$ cat config.mk
export PLATFORM = sky130hd
export DESIGN_NAME = odom_scheduler_flat
export DESIGN_NICKNAME = d
export VERILOG_FILES = /design/src/rtl/odom_scheduler_if.sv /design/src/rtl/odom_scheduler.sv /design/src/flat_wrapper.sv
export SDC_FILE = /design/constraint.sdc
export NUM_CORES = 1
export LEC_CHECK = 0
export ABC_AREA = 1
export CORE_MARGIN = 1.5
export CORE_UTILIZATION = 50
export DETAILED_ROUTE_END_ITERATION = 16
export GPL_TIMING_DRIVEN = 0
export HOLD_SLACK_MARGIN = 0.1
export PLACE_DENSITY = 0.76
export SYNTH_ARGS = -nofsm -noshare
export SYNTH_HDL_FRONTEND = slang
export SYNTH_SLANG_ARGS = --single-unit
$ cat constraint.sdc
create_clock -name ODOM_SCHEDULER_CLOCK_50 -period 1.33 [get_ports ODOM_SCHEDULER_CLOCK_50]
set_clock_uncertainty 0.15 [all_clocks]
set_input_delay 0.266 -clock ODOM_SCHEDULER_CLOCK_50 [delete_from_list [all_inputs] [get_ports ODOM_SCHEDULER_CLOCK_50]]
set_output_delay 0.266 -clock ODOM_SCHEDULER_CLOCK_50 [all_outputs]
set_load 0.02 [all_outputs]
$ cat src/rtl/odom_scheduler_if.sv
// ---------------------------------------------------------------------------
// odom_scheduler_if
//  Control bundle between the odometry scheduler and its surroundings.
//  slave  : scheduler view (takes enable/button/done/error-clear, drives the
//           datapath strobes, status flags, sample count and debug state).
//  master : environment view (drives the inputs, observes the outputs).
//
//  Handshake semantics: there is no valid/ready pair here. GV_START_Out is a
//  one-cycle request to the global-velocity stage; GV_DONE_In is its level
//  completion flag and is only sampled while the scheduler is waiting for it.
//  LATCH_Out, POS_UPDATE_Out and POS_CLEAR_OutLow are single-cycle strobes
//  that the datapath must act on in the cycle they are asserted.
// ---------------------------------------------------------------------------
interface odom_scheduler_if #(
    parameter int CNT_WIDTH = 16
);
    logic                 ODOM_SCHEDULER_ENABLE_InHigh;
    logic                 ODOM_SCHEDULER_SETBEGIN_InLow;
    logic                 ODOM_SCHEDULER_GV_DONE_In;
    logic                 ODOM_SCHEDULER_ERRCLR_InHigh;
    logic                 ODOM_SCHEDULER_LATCH_Out;
    logic                 ODOM_SCHEDULER_GV_START_Out;
    logic                 ODOM_SCHEDULER_POS_UPDATE_Out;
    logic                 ODOM_SCHEDULER_POS_CLEAR_OutLow;
    logic                 ODOM_SCHEDULER_BUSY_Out;
    logic                 ODOM_SCHEDULER_OVERRUN_Out;
    logic                 ODOM_SCHEDULER_TIMEOUT_Out;
    logic [CNT_WIDTH-1:0] ODOM_SCHEDULER_SAMPLE_COUNT_OutBus;
    logic [2:0]           ODOM_SCHEDULER_STATE_OutBus;

    modport slave (
        input  ODOM_SCHEDULER_ENABLE_InHigh,
        input  ODOM_SCHEDULER_SETBEGIN_InLow,
        input  ODOM_SCHEDULER_GV_DONE_In,
        input  ODOM_SCHEDULER_ERRCLR_InHigh,
        output ODOM_SCHEDULER_LATCH_Out,
        output ODOM_SCHEDULER_GV_START_Out,
        output ODOM_SCHEDULER_POS_UPDATE_Out,
        output ODOM_SCHEDULER_POS_CLEAR_OutLow,
        output ODOM_SCHEDULER_BUSY_Out,
        output ODOM_SCHEDULER_OVERRUN_Out,
        output ODOM_SCHEDULER_TIMEOUT_Out,
        output ODOM_SCHEDULER_SAMPLE_COUNT_OutBus,
        output ODOM_SCHEDULER_STATE_OutBus
    );

    modport master (
        output ODOM_SCHEDULER_ENABLE_InHigh,
        output ODOM_SCHEDULER_SETBEGIN_InLow,
        output ODOM_SCHEDULER_GV_DONE_In,
        output ODOM_SCHEDULER_ERRCLR_InHigh,
        input  ODOM_SCHEDULER_LATCH_Out,
        input  ODOM_SCHEDULER_GV_START_Out,
        input  ODOM_SCHEDULER_POS_UPDATE_Out,
        input  ODOM_SCHEDULER_POS_CLEAR_OutLow,
        input  ODOM_SCHEDULER_BUSY_Out,
        input  ODOM_SCHEDULER_OVERRUN_Out,
        input  ODOM_SCHEDULER_TIMEOUT_Out,
        input  ODOM_SCHEDULER_SAMPLE_COUNT_OutBus,
        input  ODOM_SCHEDULER_STATE_OutBus
    );
endinterface

$ cat src/rtl/odom_scheduler.sv
// ---------------------------------------------------------------------------
// odom_scheduler
//  Sequences the odometry datapath at a fixed sample rate: on each sample
//  tick it latches wheel speeds, starts the global-velocity rotation, waits
//  for its done flag (bounded by a timeout), then issues one integrate strobe
//  to the position calculator. The SETBEGIN button is synchronised and its
//  falling edge becomes a single position-clear pulse. Dropped ticks and
//  missing done flags are reported through sticky flags.
//
// Ports
//  ODOM_SCHEDULER_CLOCK_50     in  system clock
//  ODOM_SCHEDULER_Reset_InLow  in  asynchronous active-low reset
//  bus (odom_scheduler_if.slave):
//   ENABLE_InHigh, SETBEGIN_InLow, GV_DONE_In, ERRCLR_InHigh       inputs
//   LATCH_Out, GV_START_Out, POS_UPDATE_Out, POS_CLEAR_OutLow       strobes
//   BUSY_Out, OVERRUN_Out, TIMEOUT_Out, SAMPLE_COUNT_OutBus         status
//   STATE_OutBus                                                    debug
//
// Every output is a decode of registered state, so no input reaches an
// output combinationally.
// ---------------------------------------------------------------------------
module odom_scheduler #(
    parameter int PERIOD_CYCLES  = 500000,
    parameter int PERIOD_WIDTH   = 20,
    parameter int TIMEOUT_CYCLES = 1000,
    parameter int TO_WIDTH       = 10,
    parameter int CNT_WIDTH      = 16
) (
    input  logic            ODOM_SCHEDULER_CLOCK_50,
    input  logic            ODOM_SCHEDULER_Reset_InLow,
    odom_scheduler_if.slave bus
);

    typedef enum logic [2:0] {
        stIdle   = 3'd0,
        stLatch  = 3'd1,
        stStart  = 3'd2,
        stWait   = 3'd3,
        stUpdate = 3'd4,
        stClear  = 3'd5
    } state_t;

    state_t                state;
    state_t                stateNext;

    logic [PERIOD_WIDTH-1:0] periodCnt;
    logic [TO_WIDTH-1:0]     toCnt;
    logic [CNT_WIDTH-1:0]    sampleCount;
    logic                    tick;
    logic                    toExpired;

    logic                    sbMeta;
    logic                    sbSync;
    logic                    sbPrev;
    logic                    sbFall;
    logic                    clearPending;

    logic                    overrunFlag;
    logic                    timeoutFlag;
    logic                    overrunSet;
    logic                    timeoutSet;

    // ---------------- sample-rate generator ----------------
    // Holding the counter at zero while disabled makes the first tick land
    // a full period after enable rises.
    assign tick = bus.ODOM_SCHEDULER_ENABLE_InHigh &&
                  (periodCnt == PERIOD_WIDTH'(PERIOD_CYCLES - 1));

    always_ff @(posedge ODOM_SCHEDULER_CLOCK_50 or negedge ODOM_SCHEDULER_Reset_InLow) begin
        if (!ODOM_SCHEDULER_Reset_InLow) begin
            periodCnt <= '0;
        end else if (!bus.ODOM_SCHEDULER_ENABLE_InHigh || tick) begin
            periodCnt <= '0;
        end else begin
            periodCnt <= periodCnt + 1'b1;
        end
    end

    // ---------------- GV done timeout ----------------
    assign toExpired = (toCnt == TO_WIDTH'(TIMEOUT_CYCLES - 1));

    always_ff @(posedge ODOM_SCHEDULER_CLOCK_50 or negedge ODOM_SCHEDULER_Reset_InLow) begin
        if (!ODOM_SCHEDULER_Reset_InLow) begin
            toCnt <= '0;
        end else if (state == stStart) begin
            toCnt <= '0;
        end else if (state == stWait) begin
            toCnt <= toCnt + 1'b1;
        end
    end

    // ---------------- SETBEGIN button ----------------
    // Sync registers reset high so releasing reset with the button idle
    // cannot look like a press.
    assign sbFall = sbPrev && !sbSync;

    always_ff @(posedge ODOM_SCHEDULER_CLOCK_50 or negedge ODOM_SCHEDULER_Reset_InLow) begin
        if (!ODOM_SCHEDULER_Reset_InLow) begin
            sbMeta <= 1'b1;
            sbSync <= 1'b1;
            sbPrev <= 1'b1;
        end else begin
            sbMeta <= bus.ODOM_SCHEDULER_SETBEGIN_InLow;
            sbSync <= sbMeta;
            sbPrev <= sbSync;
        end
    end

    // A press during a sequence is remembered and serviced back in IDLE.
    // A fresh edge arriving in the CLEAR cycle is kept as a new request.
    always_ff @(posedge ODOM_SCHEDULER_CLOCK_50 or negedge ODOM_SCHEDULER_Reset_InLow) begin
        if (!ODOM_SCHEDULER_Reset_InLow) begin
            clearPending <= 1'b0;
        end else if (sbFall) begin
            clearPending <= 1'b1;
        end else if (state == stClear) begin
            clearPending <= 1'b0;
        end
    end

    // ---------------- sequencer FSM ----------------
    always_ff @(posedge ODOM_SCHEDULER_CLOCK_50 or negedge ODOM_SCHEDULER_Reset_InLow) begin
        if (!ODOM_SCHEDULER_Reset_InLow) begin
            state <= stIdle;
        end else begin
            state <= stateNext;
        end
    end

    always_comb begin
        stateNext = state;
        case (state)
            stIdle: begin
                if (clearPending) begin
                    stateNext = stClear;
                end else if (tick) begin
                    stateNext = stLatch;
                end
            end
            stLatch:  stateNext = stStart;
            stStart:  stateNext = stWait;
            stWait: begin
                // Done on the final timeout cycle still counts as success.
                if (bus.ODOM_SCHEDULER_GV_DONE_In) begin
                    stateNext = stUpdate;
                end else if (toExpired) begin
                    stateNext = stIdle;
                end
            end
            stUpdate: stateNext = stIdle;
            stClear:  stateNext = stIdle;
            default:  stateNext = stIdle;
        endcase
    end

    // ---------------- status ----------------
    // A tick is lost whenever IDLE is not about to accept it: either a
    // sequence is running or a pending clear takes priority.
    assign overrunSet = tick && ((state != stIdle) || clearPending);
    assign timeoutSet = (state == stWait) && !bus.ODOM_SCHEDULER_GV_DONE_In && toExpired;

    always_ff @(posedge ODOM_SCHEDULER_CLOCK_50 or negedge ODOM_SCHEDULER_Reset_InLow) begin
        if (!ODOM_SCHEDULER_Reset_InLow) begin
            overrunFlag <= 1'b0;
            timeoutFlag <= 1'b0;
        end else begin
            if (overrunSet) begin
                overrunFlag <= 1'b1;
            end else if (bus.ODOM_SCHEDULER_ERRCLR_InHigh) begin
                overrunFlag <= 1'b0;
            end
            if (timeoutSet) begin
                timeoutFlag <= 1'b1;
            end else if (bus.ODOM_SCHEDULER_ERRCLR_InHigh) begin
                timeoutFlag <= 1'b0;
            end
        end
    end

    always_ff @(posedge ODOM_SCHEDULER_CLOCK_50 or negedge ODOM_SCHEDULER_Reset_InLow) begin
        if (!ODOM_SCHEDULER_Reset_InLow) begin
            sampleCount <= '0;
        end else if (state == stClear) begin
            sampleCount <= '0;
        end else if (state == stUpdate) begin
            sampleCount <= sampleCount + 1'b1;
        end
    end

    // ---------------- outputs ----------------
    assign bus.ODOM_SCHEDULER_LATCH_Out           = (state == stLatch);
    assign bus.ODOM_SCHEDULER_GV_START_Out        = (state == stStart);
    assign bus.ODOM_SCHEDULER_POS_UPDATE_Out      = (state == stUpdate);
    assign bus.ODOM_SCHEDULER_POS_CLEAR_OutLow    = (state != stClear);
    assign bus.ODOM_SCHEDULER_BUSY_Out            = (state != stIdle);
    assign bus.ODOM_SCHEDULER_OVERRUN_Out         = overrunFlag;
    assign bus.ODOM_SCHEDULER_TIMEOUT_Out         = timeoutFlag;
    assign bus.ODOM_SCHEDULER_SAMPLE_COUNT_OutBus = sampleCount;
    assign bus.ODOM_SCHEDULER_STATE_OutBus        = state;

endmodule
$ cat src/flat_wrapper.sv
// flat-port wrapper written by rule: the top's interface ports become plain ports
module odom_scheduler_flat 
#(
    parameter int PERIOD_CYCLES  = 500000,
    parameter int PERIOD_WIDTH   = 20,
    parameter int TIMEOUT_CYCLES = 1000,
    parameter int TO_WIDTH       = 10,
    parameter int CNT_WIDTH      = 16
)
  (ODOM_SCHEDULER_CLOCK_50, ODOM_SCHEDULER_Reset_InLow, bus_ODOM_SCHEDULER_ENABLE_InHigh, bus_ODOM_SCHEDULER_SETBEGIN_InLow, bus_ODOM_SCHEDULER_GV_DONE_In, bus_ODOM_SCHEDULER_ERRCLR_InHigh, bus_ODOM_SCHEDULER_LATCH_Out, bus_ODOM_SCHEDULER_GV_START_Out, bus_ODOM_SCHEDULER_POS_UPDATE_Out, bus_ODOM_SCHEDULER_POS_CLEAR_OutLow, bus_ODOM_SCHEDULER_BUSY_Out, bus_ODOM_SCHEDULER_OVERRUN_Out, bus_ODOM_SCHEDULER_TIMEOUT_Out, bus_ODOM_SCHEDULER_SAMPLE_COUNT_OutBus, bus_ODOM_SCHEDULER_STATE_OutBus);
  odom_scheduler_if #(.CNT_WIDTH(CNT_WIDTH)) bus_i ();
  input  logic ODOM_SCHEDULER_CLOCK_50;
  input  logic ODOM_SCHEDULER_Reset_InLow;
  input wire logic [$bits(bus_i.ODOM_SCHEDULER_ENABLE_InHigh)-1:0] bus_ODOM_SCHEDULER_ENABLE_InHigh;
  input wire logic [$bits(bus_i.ODOM_SCHEDULER_SETBEGIN_InLow)-1:0] bus_ODOM_SCHEDULER_SETBEGIN_InLow;
  input wire logic [$bits(bus_i.ODOM_SCHEDULER_GV_DONE_In)-1:0] bus_ODOM_SCHEDULER_GV_DONE_In;
  input wire logic [$bits(bus_i.ODOM_SCHEDULER_ERRCLR_InHigh)-1:0] bus_ODOM_SCHEDULER_ERRCLR_InHigh;
  output wire logic [$bits(bus_i.ODOM_SCHEDULER_LATCH_Out)-1:0] bus_ODOM_SCHEDULER_LATCH_Out;
  output wire logic [$bits(bus_i.ODOM_SCHEDULER_GV_START_Out)-1:0] bus_ODOM_SCHEDULER_GV_START_Out;
  output wire logic [$bits(bus_i.ODOM_SCHEDULER_POS_UPDATE_Out)-1:0] bus_ODOM_SCHEDULER_POS_UPDATE_Out;
  output wire logic [$bits(bus_i.ODOM_SCHEDULER_POS_CLEAR_OutLow)-1:0] bus_ODOM_SCHEDULER_POS_CLEAR_OutLow;
  output wire logic [$bits(bus_i.ODOM_SCHEDULER_BUSY_Out)-1:0] bus_ODOM_SCHEDULER_BUSY_Out;
  output wire logic [$bits(bus_i.ODOM_SCHEDULER_OVERRUN_Out)-1:0] bus_ODOM_SCHEDULER_OVERRUN_Out;
  output wire logic [$bits(bus_i.ODOM_SCHEDULER_TIMEOUT_Out)-1:0] bus_ODOM_SCHEDULER_TIMEOUT_Out;
  output wire logic [$bits(bus_i.ODOM_SCHEDULER_SAMPLE_COUNT_OutBus)-1:0] bus_ODOM_SCHEDULER_SAMPLE_COUNT_OutBus;
  output wire logic [$bits(bus_i.ODOM_SCHEDULER_STATE_OutBus)-1:0] bus_ODOM_SCHEDULER_STATE_OutBus;
  assign bus_i.ODOM_SCHEDULER_ENABLE_InHigh = bus_ODOM_SCHEDULER_ENABLE_InHigh;
  assign bus_i.ODOM_SCHEDULER_SETBEGIN_InLow = bus_ODOM_SCHEDULER_SETBEGIN_InLow;
  assign bus_i.ODOM_SCHEDULER_GV_DONE_In = bus_ODOM_SCHEDULER_GV_DONE_In;
  assign bus_i.ODOM_SCHEDULER_ERRCLR_InHigh = bus_ODOM_SCHEDULER_ERRCLR_InHigh;
  assign bus_ODOM_SCHEDULER_LATCH_Out = bus_i.ODOM_SCHEDULER_LATCH_Out;
  assign bus_ODOM_SCHEDULER_GV_START_Out = bus_i.ODOM_SCHEDULER_GV_START_Out;
  assign bus_ODOM_SCHEDULER_POS_UPDATE_Out = bus_i.ODOM_SCHEDULER_POS_UPDATE_Out;
  assign bus_ODOM_SCHEDULER_POS_CLEAR_OutLow = bus_i.ODOM_SCHEDULER_POS_CLEAR_OutLow;
  assign bus_ODOM_SCHEDULER_BUSY_Out = bus_i.ODOM_SCHEDULER_BUSY_Out;
  assign bus_ODOM_SCHEDULER_OVERRUN_Out = bus_i.ODOM_SCHEDULER_OVERRUN_Out;
  assign bus_ODOM_SCHEDULER_TIMEOUT_Out = bus_i.ODOM_SCHEDULER_TIMEOUT_Out;
  assign bus_ODOM_SCHEDULER_SAMPLE_COUNT_OutBus = bus_i.ODOM_SCHEDULER_SAMPLE_COUNT_OutBus;
  assign bus_ODOM_SCHEDULER_STATE_OutBus = bus_i.ODOM_SCHEDULER_STATE_OutBus;
  odom_scheduler #(.PERIOD_CYCLES(PERIOD_CYCLES), .PERIOD_WIDTH(PERIOD_WIDTH), .TIMEOUT_CYCLES(TIMEOUT_CYCLES), .TO_WIDTH(TO_WIDTH), .CNT_WIDTH(CNT_WIDTH)) u_core (.ODOM_SCHEDULER_CLOCK_50(ODOM_SCHEDULER_CLOCK_50), .ODOM_SCHEDULER_Reset_InLow(ODOM_SCHEDULER_Reset_InLow), .bus(bus_i));
endmodule
==> results of run 1 <==
-- final cells by class --
type	instances	area [um2]
multi-input combinational	255	1830
sequential	55	1400
timing repair buffer	99	951
fill	268	856
inverter	56	230
tap	72	90.1
clock buffer	6	82.6
clock inverter	2	35.0
buffer	2	30.0
-- cells in the mapped netlist --
cell      count
and2_1        1
nor3_1        9
nand2_2       1
a31oi_1       1
a21oi_1      13
inv_2         7
nand2_1      76
o32ai_1       1
o21ai_0      18
xnor2_1       4
and3_1        1
nand4_1       8
dfrtp_1      52
nand3_1      24
nor3_4        1
ha_1          3
inv_1        49
nand3b_1      3
nor3b_1       3
nor2_1       61
buf_4         2
o21ai_1       6
dfstp_2       3
nor2_2        7
nor2_4        2
nor3_2        1
xor2_1        6
o22ai_1       5
-- repair_timing --
item	CTS	global route
gates resized for setup	210	108
endpoints found under the hold margin	22	22
setup endpoints to repair	70	68
pin swaps	33	32
gates cloned	1	0
setup buffers	47	27
-- worst register-to-register path, stage by stage, from the launching register on --
cell     delay [ps]
dfrtp_1         470
nand2_1         150
inv_1           110
nand2_1          90
nor2_4          120
nand3_2          80
nand2_4         160
buf_12          130
buf_8           120
nor2_1           60
-- power by group --
group / internal (mW) / switching, mW
Clock: 0.611 / 0.596
Sequential: 1.84 / 0.217
Combinational: 1.26 / 1.39
Total: 3.72 / 2.20
-- registers in the layout (all words and copies together) (netlist names) --
register and flops:
u_core.sbMeta 1, u_core.bus.ODOM_SCHEDULER_OVERRUN_Out 1, u_core.bus.ODOM_SCHEDULER_STATE_OutBus 3, u_core.periodCnt 20
u_core.clearPending 1, u_core.toCnt 10, u_core.sbPrev 1, u_core.bus.ODOM_SCHEDULER_TIMEOUT_Out 1
u_core.sbSync 1, u_core.bus.ODOM_SCHEDULER_SAMPLE_COUNT_OutBus 16
-- metrics by stage --
| stage | utilization | hold WS (ps) |
|---|---|---|
| 5_1_grt | 0.845 | -158 |
| 3_5_place_dp | 0.612 | 157 |
| 6_report | 0.845 | -198 |
| 2_1_floorplan | - | -180 |
| 4_1_cts | 0.741 | -183 |
| 3_3_place_gp | 0.609 | 197 |
-- worst paths after layout --
| kind | startpoint | to | slack [ps] | depth (start not counted) |
|---|---|---|---|---|
| max | u_core.periodCnt[15] | u_core.periodCnt[16] | -410 | 9 |
| min | ODOM_SCHEDULER_Reset_InLow | u_core.periodCnt[9] | -200 | 1 |
| max reg2reg | u_core.periodCnt[15] | u_core.periodCnt[16] | -410 | 9 |
| min reg2reg | u_core.sbMeta | u_core.sbSync | 210 | 0 |
| max in group asynchronous | ODOM_SCHEDULER_Reset_InLow | u_core.sbPrev | 570 | 2 |
| min in group ODOM_SCHEDULER_CLOCK_50 | bus_ODOM_SCHEDULER_SETBEGIN_InLow | u_core.sbMeta | 190 | 1 |
-- per-layer routing --
metal / routed length (um) / part of all wire / track usage
met3: 786 / 0.079 / 0.0430
met2: 4930 / 0.49 / 0.460
met1: 3830 / 0.38 / 0.335
met4: 460 / 0.046 / 0.0911
met5: 0 / 0 / 0
-- cells in the final DEF, fill, tap and decap left out, types with 8 or more instances in the layout --
| cell | synthesis | routed |
|---|---|---|
| o21ai_1 | 6 | 13 |
| buf_2 | 0 | 8 |
| nand2_2 | 1 | 17 |
| nand2_1 | 76 | 51 |
| o21ai_2 | 0 | 8 |
| nand3_1 | 24 | 11 |
| dfrtp_1 | 52 | 37 |
| nand2_4 | 0 | 8 |
| inv_1 | 49 | 38 |
| inv_2 | 7 | 12 |
| dfrtp_2 | 0 | 15 |
| nor2_4 | 2 | 25 |
| buf_6 | 0 | 36 |
| nand3_2 | 0 | 9 |
| nor2_1 | 61 | 31 |
| nand4_1 | 8 | 8 |
| nor2_2 | 7 | 14 |
| buf_4 | 2 | 44 |
| a21oi_1 | 13 | 8 |
-- cells by family after synthesis --
logic type,count (synthesis),share of synthesized area
buffers and inverters,58,0.0791
and+or+nand+nor,198,0.311
adders and majority gates,3,0.0132
DFF,55,0.485
xor gates and xnor gates,10,0.0308
AOI/OAI and AO/OA,44,0.0813
==> flow_summary.toml, run 1 <==
[outcome]
status = "finished, violations left"
violations = "hold timing, setup timing"

[timing]
period_share = 1.31
rsz0062_at_grt = "yes"
whs_ps = -198
setup-tns-final_ps = -14520
fmax_ghz = 0.574
max_slew.worst_pin.slew_ps = 630
report.final.slew_viol_count = 0
maxSlewHeadroom = 0.580
setup_slack_ps = -414
min_period_ps = 1740
setup_viol = 60
timing.final.hold_violations = 22

[die]
fp.dieH_um = 78.5
dieArea_um2 = 6160
core_area_um2 = 5510
start_util = 0.517
die_w_um = 78.5
num_io_pins = 32
rows = 27

[clock_tree]
h-tree-depth = 2
cts-root-buf = "clkbuf_8"
tritoncts = "built"
clock_path_buffers = 2
clk_latency_ps = 320
cts.clk_slew.worst_paths_ps = 100
numCtsBuffers = 5
clock-sinks = 55

[synth]
yosysSeqAreaShare = 0.485
synth_top_area_cell = "dfrtp_1"
ys_warn_count = 0
synthTopCellsByArea = "dfrtp_1 46%, nand2_1 10%, nor2_1 8.0%"
synth_area_um2 = 2850
synth_cell_types = 28
synth_cells = 368
syn_avg_cell_area_um2 = 7.74
synth_top_area_share = 0.457
syn-num-nets = 377
yosys_register_bits = 55

[place]
dp_cells = 472
gp_congestion = 0.913
dp_hpwl_mm = 4.41
place_ws_ps = -593
place_area_um2 = 3370
port_buffers = 31

[pwr]
vdd_drop_max_mv = 1.08
p_leak_nw = 2.06
p_per_area_nw_per_um2 = 1270
finalPower_mw = 5.92

[grt]
grt_max_degree = 32
grt_usage = 0.265
antenna_found_initial = 0
grt_pass1_wl_mm = 12.7
gr-total-overflow = 0
grt_pass1_vias = 2797

[routing]
wl_per_cell_um = 18.3
ant_nets = 0
num_vias = 3180
drc = 0
wl_mm = 10.0
drt_iter0_markers = 397
first_pass_iters = 10
vias_per_cell = 5.81

[critical_path]
crit_fanout = 6
crit_type = "reg -> reg"
crit_path_max_incr_delay_ps = 470
end_kind = "flip-flop"
critical-path-top-delay-family = "simple AND/OR/NAND/NOR gates"
critical_path.slowest_cell = "dfrtp_1"
cp.required_ps = 1390
worst_path_most_repeated_cell = "nand2_1"
cp-start-kind = "flip-flop"
path_buf_inv = 3
worstPathCellList = "nand2_1 -> inv_1 -> nand2_1 -> nor2_4 -> nand3_2 -> nand2_4 -> buf_12 -> buf_8 -> nor2_1"
cp.arrival_ps = 1810

[layout]
postLayoutCellArea_um2 = 4650
instances_no_fill = 547
drive_gt1_frac = 0.528
fin_nets = 483
syn_to_final_growth_pct = 63.3
diodes = 0

[flow_run]
max_cap_viol_count = 0

[min_path]
hp-class = "in -> async"
Power figures use the tool's default switching activity.
==> inputs of run 2 (changes only) <==
Settings changed: ABC_CLOCK_PERIOD_IN_PS set to 1330, CORE_UTILIZATION 50 to 57, DONT_BUFFER_PORTS set to 1, MAX_ROUTING_LAYER set to met4.
==> flow_summary.toml, run 2 (synthesized netlist as in run 1, its figures left out) <==
[layout]
post-route-util = 0.852
fillers = 236
largest_reg_flops = 20
syn_to_final_growth_pct = 42.3
diodes = 0
instances_no_fill = 494
multiInputGateArea_um2 = 1730
seqCellArea_um2 = 1400
final_cell_mix = "54 x nand2_1, 42 x inv_1, 35 x dfrtp_1, 34 x buf_4, 31 x nor2_1"
drive_gt1_frac = 0.426
postLayoutCellArea_um2 = 4050
final_common_cell = "nand2_1"
fin_nets = 435
largest-register = "u_core.periodCnt"

[place]
port_buffers = 0
place_area_um2 = 3040
dp_hpwl_mm = 4.12
gp_congestion = 0.880
place_ws_ps = -271
dp_cells = 435

[routing]
num_vias = 3027
vias_per_cell = 6.13
ant_nets = 0
first_pass_iters = 6
drt_iter0_markers = 331
wl_mm = 9.47
drc = 0
wl_per_cell_um = 19.2

[min_path]
hp-class = "in -> async"

[critical_path]
crit_fanout = 5
cp.arrival_ps = 1800
end_kind = "flip-flop"
cp.required_ps = 1390
rrSetupSlack_ps = -410
critPathLaunch = "u_core.bus.ODOM_SCHEDULER_STATE_OutBus[2]"
cp-start-kind = "flip-flop"
r2r_start = "u_core.bus.ODOM_SCHEDULER_STATE_OutBus[2]"
crit_type = "reg -> reg"
reg2reg_to = "u_core.toCnt[3]"
rr_worst_depth = 7

[die]
fp.dieH_um = 73.7
num_io_pins = 32
rows = 25
start_util = 0.599
dieArea_um2 = 5430
core_area_um2 = 4750
die_w_um = 73.7

[grt]
gr-total-overflow = 0
grt_pass1_vias = 2561
grt_max_degree = 56
grt_pass1_wl_mm = 11.7
grt_usage = 0.291
antenna_found_initial = 0

[timing]
whs_ps = -529
min_period_ps = 1740
timing.final.hold_violations = 55
fmax_ghz = 0.574
maxSlewHeadroom = 0.757
report.final.slew_viol_count = 0
rsz0062_at_grt = "yes"
setup_viol = 57
period_share = 1.31
setup_slack_ps = -412
max_slew.worst_pin.slew_ps = 365

[clock_tree]
hold_buffers = 4
cts-root-buf = "clkbuf_8"
numCtsBuffers = 5
clock-sinks = 55
clk_latency_ps = 320
cts.clk_slew.worst_paths_ps = 110
clock_path_buffers = 2
h-tree-depth = 2
tritoncts = "built"

[pwr]
finalPower_mw = 4.98
seqPwrFrac = 0.444
p_sw_frac = 0.384
p_leak_nw = 1.76
switchingPower_mw = 1.91
power_frac_comb = 0.328
p_per_area_nw_per_um2 = 1230
internal_power_mw = 3.07
vdd_drop_max_mv = 0.875
clkPwrFrac = 0.228

[outcome]
status = "finished, violations left"
violations = "hold timing, setup timing"

[flow_run]
max_cap_viol_count = 0
run 2: what timing repair did:
action,in CTS,in global routing
hold endpoints to repair,65,55
buffers inserted,26,24
cloned,2,0
gates resized for setup,54,84
setup endpoints to repair,55,57
pin swaps,21,39
run 2: worst max path at each step:
stage                                                           end  cells after the start  slack (ps)
after floorplan                                           flip-flop                      8        -100
after global placement                         u_core.periodCnt[14]                      7        -260
after detailed placement                            u_core.toCnt[8]                      9        -270
after CTS                       bus_ODOM_SCHEDULER_POS_CLEAR_OutLow                      5        -380
after global routing      u_core.bus.ODOM_SCHEDULER_STATE_OutBus[0]                      8        -460
final                                               u_core.toCnt[3]                      7        -410
run 2: metal layers:
layer | part of all wire | vias to the layer above | track usage
li1 | - | 1288 | -
met1 | 0.38 | 1463 | 0.352
met2 | 0.50 | 228 | 0.473
met3 | 0.078 | 48 | 0.0508
met4 | 0.047 | 0 | 0.134
met5 | 0 | - | -
run 2: worst max-delay path, cell delays in order, from the launching register on:
cell and delay [ps]:
dfrtp_2 490, inv_4 110, nand2_2 90, nor2_4 270, buf_6 160, nand4_1 140
nand3_1 140, o21ai_1 80
run 2: metrics by stage:
| step | TNS, ps | hold WS [ps] |
|---|---|---|
| after floorplan | -1440 | -180 |
| after global placement | -7290 | -179 |
| after detailed placement | -8070 | -178 |
| after CTS | -8820 | -524 |
| after global routing | -16760 | -544 |
| final | -14390 | -529 |
run 2: final cells by class:
class | instances | area share
clock buffers | 6 | 0.0179
clock inverters | 2 | 0.00926
inverters | 56 | 0.0574
multi-input cells | 255 | 0.428
flip-flops and latches | 55 | 0.346
well taps | 67 | 0.0207
repair buffers | 52 | 0.119
repair inverters | 1 | 0.00185
run 2: power by group through the flow:
stage / Clock (mW) / Sequential [mW] / Combinational (mW)
6_report: 1.14 / 2.21 / 1.63
5_1_grt: 1.21 / 2.24 / 1.73
4_1_cts: 1.13 / 2.17 / 1.32
3_5_place_dp: 0 / 2.20 / 0.923
3_3_place_gp: 0 / 2.20 / 0.900
2_1_floorplan: 0 / 2.15 / 0.769
==> inputs of run 3 (changes only) <==
Settings changed: CELL_PAD_IN_SITES_DETAIL_PLACEMENT set to 1, CELL_PAD_IN_SITES_GLOBAL_PLACEMENT set to 1, CORE_UTILIZATION 57 to 42, MAX_ROUTING_LAYER met4 to unset.
==> flow_summary.toml, run 3 (synthesized netlist as in run 1, its figures left out) <==
[grt]
grt_pass1_wl_mm = 13.7
grt_usage = 0.241
gr-total-overflow = 0
grt_pass1_vias = 2816
grt_max_degree = 56
antenna_found_initial = 0

[clock_tree]
clk_latency_ps = 320
numCtsBuffers = 5
cts-root-buf = "clkbuf_8"
clock_path_buffers = 2
cts.clk_slew.worst_paths_ps = 110
tritoncts = "built"
h-tree-depth = 2
clock-sinks = 55
hold_buffers = 4

[timing]
setup_slack_ps = -359
fmax_ghz = 0.592
max_slew.worst_pin.slew_ps = 326
min_period_ps = 1690
period_share = 1.27
whs_ps = -527
rsz0062_at_grt = "yes"
report.final.slew_viol_count = 0
setup-tns-final_ps = -11940
timing.final.hold_violations = 55
setup_viol = 56
maxSlewHeadroom = 0.783

[routing]
wl_per_cell_um = 17.8
vias_per_cell = 5.41
num_vias = 2687
ant_nets = 0
drt_iter0_markers = 124
first_pass_iters = 10
wl_mm = 8.83
drc = 3

[outcome]
violations = "DRC, hold timing, setup timing"
status = "finished, violations left"

[die]
die_w_um = 85.3
dieArea_um2 = 7280
start_util = 0.441
fp.dieH_um = 85.3
core_area_um2 = 6460
rows = 29
num_io_pins = 32

[min_path]
hp-class = "in -> async"

[layout]
diodes = 0
fillers = 751
syn_to_final_growth_pct = 38.8
largest_reg_flops = 20
final_common_cell = "nand2_1"
largest-register = "u_core.periodCnt"
fin_nets = 428
drive_gt1_frac = 0.400
final_cell_mix = "61 x nand2_1, 40 x inv_1, 37 x dfrtp_1, 31 x nor2_1, 24 x buf_4"

[pwr]
p_sw_frac = 0.374
internal_power_mw = 3.09
switchingPower_mw = 1.85
p_leak_nw = 1.65
seqPwrFrac = 0.441
vdd_drop_max_mv = 0.842
power_frac_comb = 0.326
clkPwrFrac = 0.233
p_per_area_nw_per_um2 = 1250
finalPower_mw = 4.95

[flow_run]
max_cap_viol_count = 0

[critical_path]
worst_path_most_repeated_cell = "nor2_4"
crit_fanout = 5
end_kind = "primary output"
r2r_start = "u_core.periodCnt[12]"
cp-start-kind = "flip-flop"
worstSetupEndpoint = "bus_ODOM_SCHEDULER_POS_UPDATE_Out"
crit_type = "reg -> out"
rr_worst_depth = 8
crit_path_max_incr_delay_ps = 500
rrSetupSlack_ps = -330
critPathLaunch = "u_core.bus.ODOM_SCHEDULER_STATE_OutBus[1]"
reg2reg_to = "u_core.periodCnt[11]"
critical_path.slowest_cell = "dfrtp_2"
worstPathCellList = "nor2_4 -> inv_4 -> nor2_4"
cp.arrival_ps = 1270
cp.required_ps = 910

[place]
port_buffers = 0
dp_hpwl_mm = 5.15
gp_congestion = 0.810
[run 3: final cells by class]
cell class                 instances  area [um2]  share of cell area
timing repair buffer              43         415               0.105
sequential                        55        1400               0.354
clock inverter                     2        37.5             0.00950
tap                               77        96.3              0.0244
inverter                          56         230              0.0583
timing repair inverter             1        7.51             0.00190
clock buffer                       6        72.6              0.0184
buffer                             2        30.0             0.00760
multi-input combinational        255        1660               0.421
[run 3: metal layers]
| layer | vias up | track usage | part of all wire |
|---|---|---|---|
| li1 | 1278 | - | - |
| met1 | 1358 | 0.295 | 0.42 |
| met2 | 43 | 0.438 | 0.54 |
| met3 | 8 | 0.0467 | 0.034 |
| met4 | 0 | 0.0557 | 0.0091 |
| met5 | - | 0 | 0 |
[run 3: per-stage QoR]
stage,instance area [um2],utilization,setup WS [ps],hold WS (ps),std cells
6_report,3950,0.612,-359,-527,497
5_1_grt,3950,0.612,-417,-550,497
2_1_floorplan,2950,-,-105,-180,368
3_3_place_gp,3050,0.472,-310,-178,445
4_1_cts,3640,0.564,-400,-535,482
3_5_place_dp,3050,0.472,-347,-178,445
[run 3: worst min-delay path by stage]
stage	startpoint	to	slack (ps)
global placement	ODOM_SCHEDULER_Reset_InLow	u_core.bus.ODOM_SCHEDULER_SAMPLE_COUNT_OutBus[2]	-180
CTS	ODOM_SCHEDULER_Reset_InLow	u_core.bus.ODOM_SCHEDULER_SAMPLE_COUNT_OutBus[8]	-530
detailed placement	ODOM_SCHEDULER_Reset_InLow	u_core.bus.ODOM_SCHEDULER_SAMPLE_COUNT_OutBus[2]	-180
global route	ODOM_SCHEDULER_Reset_InLow	u_core.bus.ODOM_SCHEDULER_SAMPLE_COUNT_OutBus[4]	-550
floorplan	ODOM_SCHEDULER_Reset_InLow	u_core.bus.ODOM_SCHEDULER_OVERRUN_Out	-180
finish	ODOM_SCHEDULER_Reset_InLow	u_core.bus.ODOM_SCHEDULER_SAMPLE_COUNT_OutBus[2]	-530
[run 3: what timing repair did]
action,4_1_cts,5_1_grt
setup endpoints to repair,55,58
cloned,2,0
buffers inserted,24,20
endpoints found under the hold margin,65,55
pin swaps,18,35
resized for setup,62,64
[run 3: power by group through the flow]
stage / registers (mW) / logic [mW] / clock network (mW)
after detailed placement: 2.21 / 0.976 / 0
final: 2.18 / 1.61 / 1.15
after floorplan: 2.15 / 0.769 / 0
after global placement: 2.20 / 0.939 / 0
after global routing: 2.21 / 1.76 / 1.24
after CTS: 2.17 / 1.38 / 1.19
[run 3: critical path, delay by kind of cell (launching register included)]
| family | cells | cell delay (ps) |
|---|---|---|
| buffers and inverters | 1 | 70 |
| DFF | 1 | 500 |
| and+or+nand+nor | 2 | 380 |
